===== src/rtl/fpadd_pkg.sv =====
// Shared types and constants for the fpadd request arbiter.
// Provides the controller state enum, the FP word width and the abort NaN.
package fpadd_pkg;

    localparam int FP_WIDTH = 32;

    // Quiet NaN returned when the watchdog aborts an operation.
    localparam logic [31:0] FP_QNAN = 32'h7FC0_0000;

    typedef enum logic [2:0] {
        IDLE,
        LOAD,
        RUN,
        DRAIN,
        RESP
    } state_t;

endpackage


===== src/rtl/rr_arbiter.sv =====
// Combinational round-robin picker: first asserted request after 'last'.
// Ports: req[N] requests, last = previous grant, any = some request, gnt_idx = winner.
module rr_arbiter #(
    parameter int N = 4
) (
    input  logic [N-1:0]         req,
    input  logic [$clog2(N)-1:0] last,
    output logic                 any,
    output logic [$clog2(N)-1:0] gnt_idx
);

    localparam int IW = $clog2(N);

    logic found;

    // Scan N positions starting just after the last winner, wrapping around.
    always_comb begin
        any     = |req;
        gnt_idx = '0;
        found   = 1'b0;
        for (int k = 1; k <= N; k++) begin
            if (!found && req[(int'(last) + k) % N]) begin
                found   = 1'b1;
                gnt_idx = IW'((int'(last) + k) % N);
            end
        end
    end

endmodule


===== src/rtl/fpadd_arbiter.sv =====
// Shares one fpadd among N requesters with round-robin grant and a watchdog.
// Ports: req_* request side, rsp_* tagged response, fp_* drive/observe the fpadd.
module fpadd_arbiter
    import fpadd_pkg::*;
#(
    parameter int N       = 4,
    parameter int TIMEOUT = 16
) (
    input  logic                 clk,
    input  logic                 reset,
    input  logic [N-1:0]         req_valid,
    input  logic [32*N-1:0]      req_a,
    input  logic [32*N-1:0]      req_b,
    output logic [N-1:0]         req_ready,
    output logic                 rsp_valid,
    input  logic                 rsp_ready,
    output logic [$clog2(N)-1:0] rsp_id,
    output logic [31:0]          rsp_sum,
    output logic                 rsp_err,
    output logic                 fp_start,
    output logic [31:0]          fp_a,
    output logic [31:0]          fp_b,
    output logic                 fp_reset,
    input  logic [31:0]          fp_sum,
    input  logic                 fp_done
);

    localparam int IW = $clog2(N);
    localparam int WW = $clog2(TIMEOUT);

    state_t state_q, state_d;

    logic [IW-1:0] last_q, last_d;
    logic [WW-1:0] wd_cnt_q, wd_cnt_d;
    logic [N-1:0]  req_ready_q, req_ready_d;
    logic          rsp_valid_q, rsp_valid_d;
    logic [IW-1:0] rsp_id_q, rsp_id_d;
    logic [31:0]   rsp_sum_q, rsp_sum_d;
    logic          rsp_err_q, rsp_err_d;
    logic          fp_start_q, fp_start_d;
    logic [31:0]   fp_a_q, fp_a_d;
    logic [31:0]   fp_b_q, fp_b_d;
    logic          fp_reset_q, fp_reset_d;

    logic          any;
    logic [IW-1:0] gnt;
    logic          wd_expired;

    rr_arbiter #(
        .N (N)
    ) u_rr (
        .req     (req_valid),
        .last    (last_q),
        .any     (any),
        .gnt_idx (gnt)
    );

    assign wd_expired = (wd_cnt_q == WW'(TIMEOUT - 1));

    // State register plus all registered outputs.
    // fp_reset resets high so the adder stays in reset until the first edge.
    always_ff @(posedge clk or posedge reset) begin
        if (reset) begin
            state_q     <= IDLE;
            last_q      <= IW'(N - 1);
            wd_cnt_q    <= '0;
            req_ready_q <= '0;
            rsp_valid_q <= 1'b0;
            rsp_id_q    <= '0;
            rsp_sum_q   <= '0;
            rsp_err_q   <= 1'b0;
            fp_start_q  <= 1'b0;
            fp_a_q      <= '0;
            fp_b_q      <= '0;
            fp_reset_q  <= 1'b1;
        end else begin
            state_q     <= state_d;
            last_q      <= last_d;
            wd_cnt_q    <= wd_cnt_d;
            req_ready_q <= req_ready_d;
            rsp_valid_q <= rsp_valid_d;
            rsp_id_q    <= rsp_id_d;
            rsp_sum_q   <= rsp_sum_d;
            rsp_err_q   <= rsp_err_d;
            fp_start_q  <= fp_start_d;
            fp_a_q      <= fp_a_d;
            fp_b_q      <= fp_b_d;
            fp_reset_q  <= fp_reset_d;
        end
    end

    // Next-state logic.
    always_comb begin
        state_d = state_q;
        case (state_q)
            IDLE:  if (any) state_d = LOAD;
            LOAD:  state_d = RUN;
            RUN: begin
                if (fp_done)         state_d = DRAIN;
                else if (wd_expired) state_d = RESP;
            end
            DRAIN: if (!fp_done) state_d = RESP;
            RESP:  if (rsp_ready) state_d = IDLE;
            default: state_d = IDLE;
        endcase
    end

    // Next values of the registered outputs.
    // fp_start and rsp_valid follow the upcoming state so they are
    // valid in the same cycle the controller sits in RUN / RESP.
    always_comb begin
        last_d      = last_q;
        wd_cnt_d    = wd_cnt_q;
        req_ready_d = '0;
        rsp_id_d    = rsp_id_q;
        rsp_sum_d   = rsp_sum_q;
        rsp_err_d   = rsp_err_q;
        fp_a_d      = fp_a_q;
        fp_b_d      = fp_b_q;
        fp_start_d  = (state_d == RUN);
        rsp_valid_d = (state_d == RESP);
        fp_reset_d  = 1'b0;
        case (state_q)
            IDLE: begin
                if (any) begin
                    req_ready_d[gnt] = 1'b1;
                    fp_a_d   = req_a[int'(gnt)*FP_WIDTH +: FP_WIDTH];
                    fp_b_d   = req_b[int'(gnt)*FP_WIDTH +: FP_WIDTH];
                    rsp_id_d = gnt;
                    last_d   = gnt;
                end
            end
            LOAD: wd_cnt_d = '0;
            RUN: begin
                wd_cnt_d = wd_cnt_q + 1'b1;
                if (fp_done) begin
                    rsp_sum_d = fp_sum;
                    rsp_err_d = 1'b0;
                end else if (wd_expired) begin
                    rsp_sum_d  = FP_QNAN;
                    rsp_err_d  = 1'b1;
                    fp_reset_d = 1'b1;
                end
            end
            default: ;
        endcase
    end

    assign req_ready = req_ready_q;
    assign rsp_valid = rsp_valid_q;
    assign rsp_id    = rsp_id_q;
    assign rsp_sum   = rsp_sum_q;
    assign rsp_err   = rsp_err_q;
    assign fp_start  = fp_start_q;
    assign fp_a      = fp_a_q;
    assign fp_b      = fp_b_q;
    assign fp_reset  = fp_reset_q;

endmodule


===== config.mk =====
export PLATFORM = sky130hd
export DESIGN_NAME = fpadd_arbiter
export DESIGN_NICKNAME = d
export VERILOG_FILES = /design/src/rtl/fpadd_pkg.sv /design/src/rtl/rr_arbiter.sv /design/src/rtl/fpadd_arbiter.sv
export SDC_FILE = /design/constraint.sdc
export NUM_CORES = 1
export LEC_CHECK = 0
export BUFFER_PORTS_ARGS = -buffer_cell sky130_fd_sc_hd__buf_2
export CORE_AREA = 5 5 155 157
export DETAILED_ROUTE_END_ITERATION = 10
export DIE_AREA = 0 0 160 162
export PLACE_DENSITY = 0.68
export SLEW_MARGIN = 20
export SYNTH_ARGS = -nofsm -noshare
export SYNTH_HDL_FRONTEND = slang
export SYNTH_SLANG_ARGS = --single-unit

===== constraint.sdc =====
create_clock -name clk -period 3.4 [get_ports clk]
set_input_delay 0.51 -clock clk [delete_from_list [all_inputs] [get_ports clk]]
set_output_delay 0.51 -clock clk [all_outputs]
set_load 0.05 [all_outputs]

==> results <==
- Buffers inserted during clock tree synthesis total 17.
- After floorplanning, the core was sized to cover 22370 sq um.
- The full die area is 25920 sq um.
- The die is 162 microns tall.
- Yosys printed 0 warnings.
- The congestion estimate from routability-driven global placement came to 0.8566.
- The average via count per standard cell is 5.383.
- The predominant post-synthesis flop cell is dfrtp_1.
- The clock slew seen by the registers of the worst setup and hold paths is 0.06 ns.
- Counting every instance in the synthesized netlist gives 705.
- The cell count after placement is 1330.
- The detailed-placement wirelength estimate is 21020 microns.
- The insertion delay of the later-clocked pin in the worst-skew pair is 0.41 ns.
- The proportion of register bits with asynchronous set or reset after synthesis is 100.0%.
- The final count of hold timing violations came to 0.
- The number of top-level pins is 402.
- The average cell area after synthesis is 9.028 sq um.
- In this run the static leakage power is 4.400 nW.
- Across the run, the number of max-cap violations was 0.
- The setup check on the worst reg-to-reg path leaves a slack of 0.94 ns.
- The critical path data arrival time is 2.75 ns.
- The final critical path takes up 72.33% of the cycle.
- The design draws 0.01040 W.
- The number of antenna violations at the first check in global routing is 6.
- For the worst flop-to-flop path, the logic depth is 5.
- The number of gates resized after CTS is 0.
- For hold timing, the worst endpoint is fp_reset.
- The number of rows created at floorplan is 55.
- The number of nets in the synthesized netlist is 1002.
- The global-route congestion overflow total is 0.
- The worst hold path depth is 2.
- Measured against its own limit, the worst slew margin works out to 37.56%.
- The setup path with the least slack is of type flip-flop to flip-flop.
- The number of library cell types mapped by synthesis is 42.
- The path class of the lowest-slack min-delay path is input pin to flip-flop.
- The number of max-slew violations in the final report is 0.
- Data on the critical path is required at its endpoint by 3.70 ns.
- The count of non-filler cells in the finished layout is 1367.
- The layout cell share with drive strength beyond 1 is 43.55%.
- The final routed DRC violation total is 0.
- In this run the critical register-to-register path is captured at fp_b[12].
- The die is 160 microns wide.
- The cell area after technology mapping is 6365 sq um.
- The register area share after synthesis is 45.27%.
- For this configuration, the core starts out at a cell density of 28.46%.
- The highest ir drop seen on vdd is 0.5694 mV.
- The H-tree depth is 4.
- Setup repair after global routing left no endpoint under its margin.
- The clock root buffer is clkbuf_16.
- TritonCTS built the clock tree.
- The detailed router finished its first iteration with 696 violations.
- The maximum fanout encountered on the critical timing path is 22.
- The count of buffers added by post-CTS timing repair for setup is 0.
- The wire length of the first global-routing pass is 43560 microns.
- The clock sink count is 115.
- The minimum clock period is 2.459 ns.
- The number of flops mapped to enable cells by yosys is 0.
- The count of buffers from port buffering is 401.
- The flop and latch count out of synthesis is 115.
- The slew at the pin closest to its max-slew limit is 0.9346 ns.
- The maximum number of pins on one net before global-route repair is 45.
- The run finished with clean final reports.
- The worst setup path is launched from a flip-flop.
- The capturing element type of the critical path is a flip-flop.
- The post-cts hold buffer count is 0.
- Setup violations remaining at the end of the flow were counted as 0.
- The worst hold path begins at fp_done.
- Global routing used 21.42% of the available tracks across all layers.
- The net total in the final layout is 1361.
- The remaining antenna violation count is 0.
- The number of global-route vias before repair is 7447.
- The worst clock skew is 0.01028 ns.
- The highest achievable clock rate is 406.7 MHz.
- The detailed router placed 7358 vias in this run.
- On the final layout, the worst hold slack is 0.2702 ns.
- Setup total negative slack on the finished layout was measured at 0 ns.
- The worst-case clock buffer depth is 2.
- The pre-antenna-repair detailed-routing pass consisted of 7 iterations.
- The final wirelength is 29070 microns.
- After detailed routing, the average wire length per cell comes to 21.26 microns.
- The startpoint identified for the worst register-to-register timing path is last_q[1].
- The area growth from synthesis to layout is 45.39%.
- For this design the ratio of total power to cell area is 1124 nW/um^2.
-- cell usage after synthesis, types with 2 or more instances --
cell | number | area, sq um
dfrtp_1 | 112 | 2803
nand3_1 | 65 | 325.3
o21ai_0 | 104 | 520.5
nand2b_1 | 2 | 12.51
buf_2 | 16 | 80.08
dfstp_2 | 3 | 78.83
o22a_1 | 64 | 560.5
and3_1 | 2 | 12.51
nor3_1 | 7 | 35.03
buf_4 | 3 | 22.52
a21oi_1 | 73 | 365.4
o21a_1 | 3 | 22.52
buf_1 | 9 | 33.78
nand2_1 | 80 | 300.3
buf_6 | 8 | 90.09
and2_1 | 2 | 12.51
clkbuf_1 | 45 | 168.9
inv_1 | 4 | 15.01
a22o_1 | 2 | 17.52
a221o_1 | 64 | 640.6
a31oi_1 | 3 | 18.77
nor2_1 | 12 | 45.04
nor2b_1 | 3 | 18.77
-- logic make-up (layout without fill, tap and decap cells) --
group	Yosys count	in the layout	share of synthesized area [%]
AOI/OAI and AO/OA	322	322	34.95
buffers and inverters	85	457	6.448
muxes	1	1	0.1573
adders and majority gates	1	1	0.1965
and+or+nand+nor	181	181	12.97
other	0	5	0
DFF	115	115	45.27
-- metrics by stage --
step	cell area [sq um]	worst slack, ns	util (%)
global route	9254	0.8164	41.38
finish	9254	0.9409	41.38
floorplan	6369	1.389	-
global placement	8635	0.9002	38.61
detailed placement	8635	0.8282	38.61
CTS	9240	0.9350	41.31
-- power breakdown --
part | switching [W] | internal [W]
Combinational | 0.00427 | 0.00177
Sequential | 0.000445 | 0.00204
Clock | 0.000761 | 0.00111
Total | 0.00547 | 0.00493
-- layer usage --
layer / GRT usage [%] / vias up / part of all wire [%]
li1: - / 3412 / -
met2: 36.07 / 389 / 49
met4: 6.023 / 2 / 1.6
met3: 5.582 / 36 / 7.7
met1: 27.31 / 3519 / 42
met5: 0 / - / 0.024
-- cell usage in the layout, fill, tap and decap left out, types with 2 or more instances in the layout --
cell | synthesis | final
buf_2 | 16 | 401
dfrtp_1 | 112 | 112
o21ai_0 | 104 | 104
nand2_1 | 80 | 80
a21oi_1 | 73 | 73
nand3_1 | 65 | 65
a221o_1 | 64 | 64
o22a_1 | 64 | 64
clkbuf_16 | 0 | 17
buf_4 | 3 | 13
nor2_1 | 12 | 12
inv_6 | 0 | 8
buf_12 | 0 | 7
nor3_1 | 7 | 6
diode_2 | 0 | 5
inv_1 | 4 | 3
nor2b_1 | 3 | 3
o21a_1 | 3 | 3
inv_8 | 0 | 3
dfstp_2 | 3 | 3
nor3_2 | 1 | 2
a31oi_4 | 0 | 2
a31o_2 | 1 | 2
and2_1 | 2 | 2
nand2b_1 | 2 | 2
a22o_1 | 2 | 2
clkinvlp_4 | 0 | 2
bufinv_16 | 0 | 2
-- state kept, by name, summed over array words and instances, names as in the netlist --
register and flops:
fp_reset 1, rsp_id 2, fp_b 32, rsp_valid 1
req_ready 4, rsp_err 1, rsp_sum 32, fp_start 1
wd_cnt_q 4, state_q 3, fp_a 32, last_q 2
-- cell type report --
cell class	instances	area, sq um
Inverter	4	18.77
Clock inverter	15	180.2
Sequential cell	115	2882
Multi-Input combinational cell	505	3134
Antenna cell	5	12.51
Fill cell	2269	13110
Tap cell	285	356.6
Clock buffer	17	425.4
Timing Repair Buffer	421	2245
-- critical path: stages, from the launching register on --
cell	delay (ns)
dfstp_2	0.71
mux2i_1	0.37
o221a_2	0.58
buf_4	0.39
a21oi_1	0.09
o22a_1	0.20
-- worst max-delay path by stage --
stage                       startpoint        to  slack (ns)  depth (start not counted)
after floorplan           req_valid[1]   fp_b[0]        1.39                          8
after global placement    req_valid[3]   fp_a[6]        0.90                          7
after detailed placement  req_valid[3]  fp_b[12]        0.83                          7
after CTS                    last_q[1]   fp_b[4]        0.93                          6
after global routing         last_q[1]  fp_b[15]        0.82                          6
final                        last_q[1]  fp_b[12]        0.94                          5
Note: power is estimated with default switching activity, not from simulation.
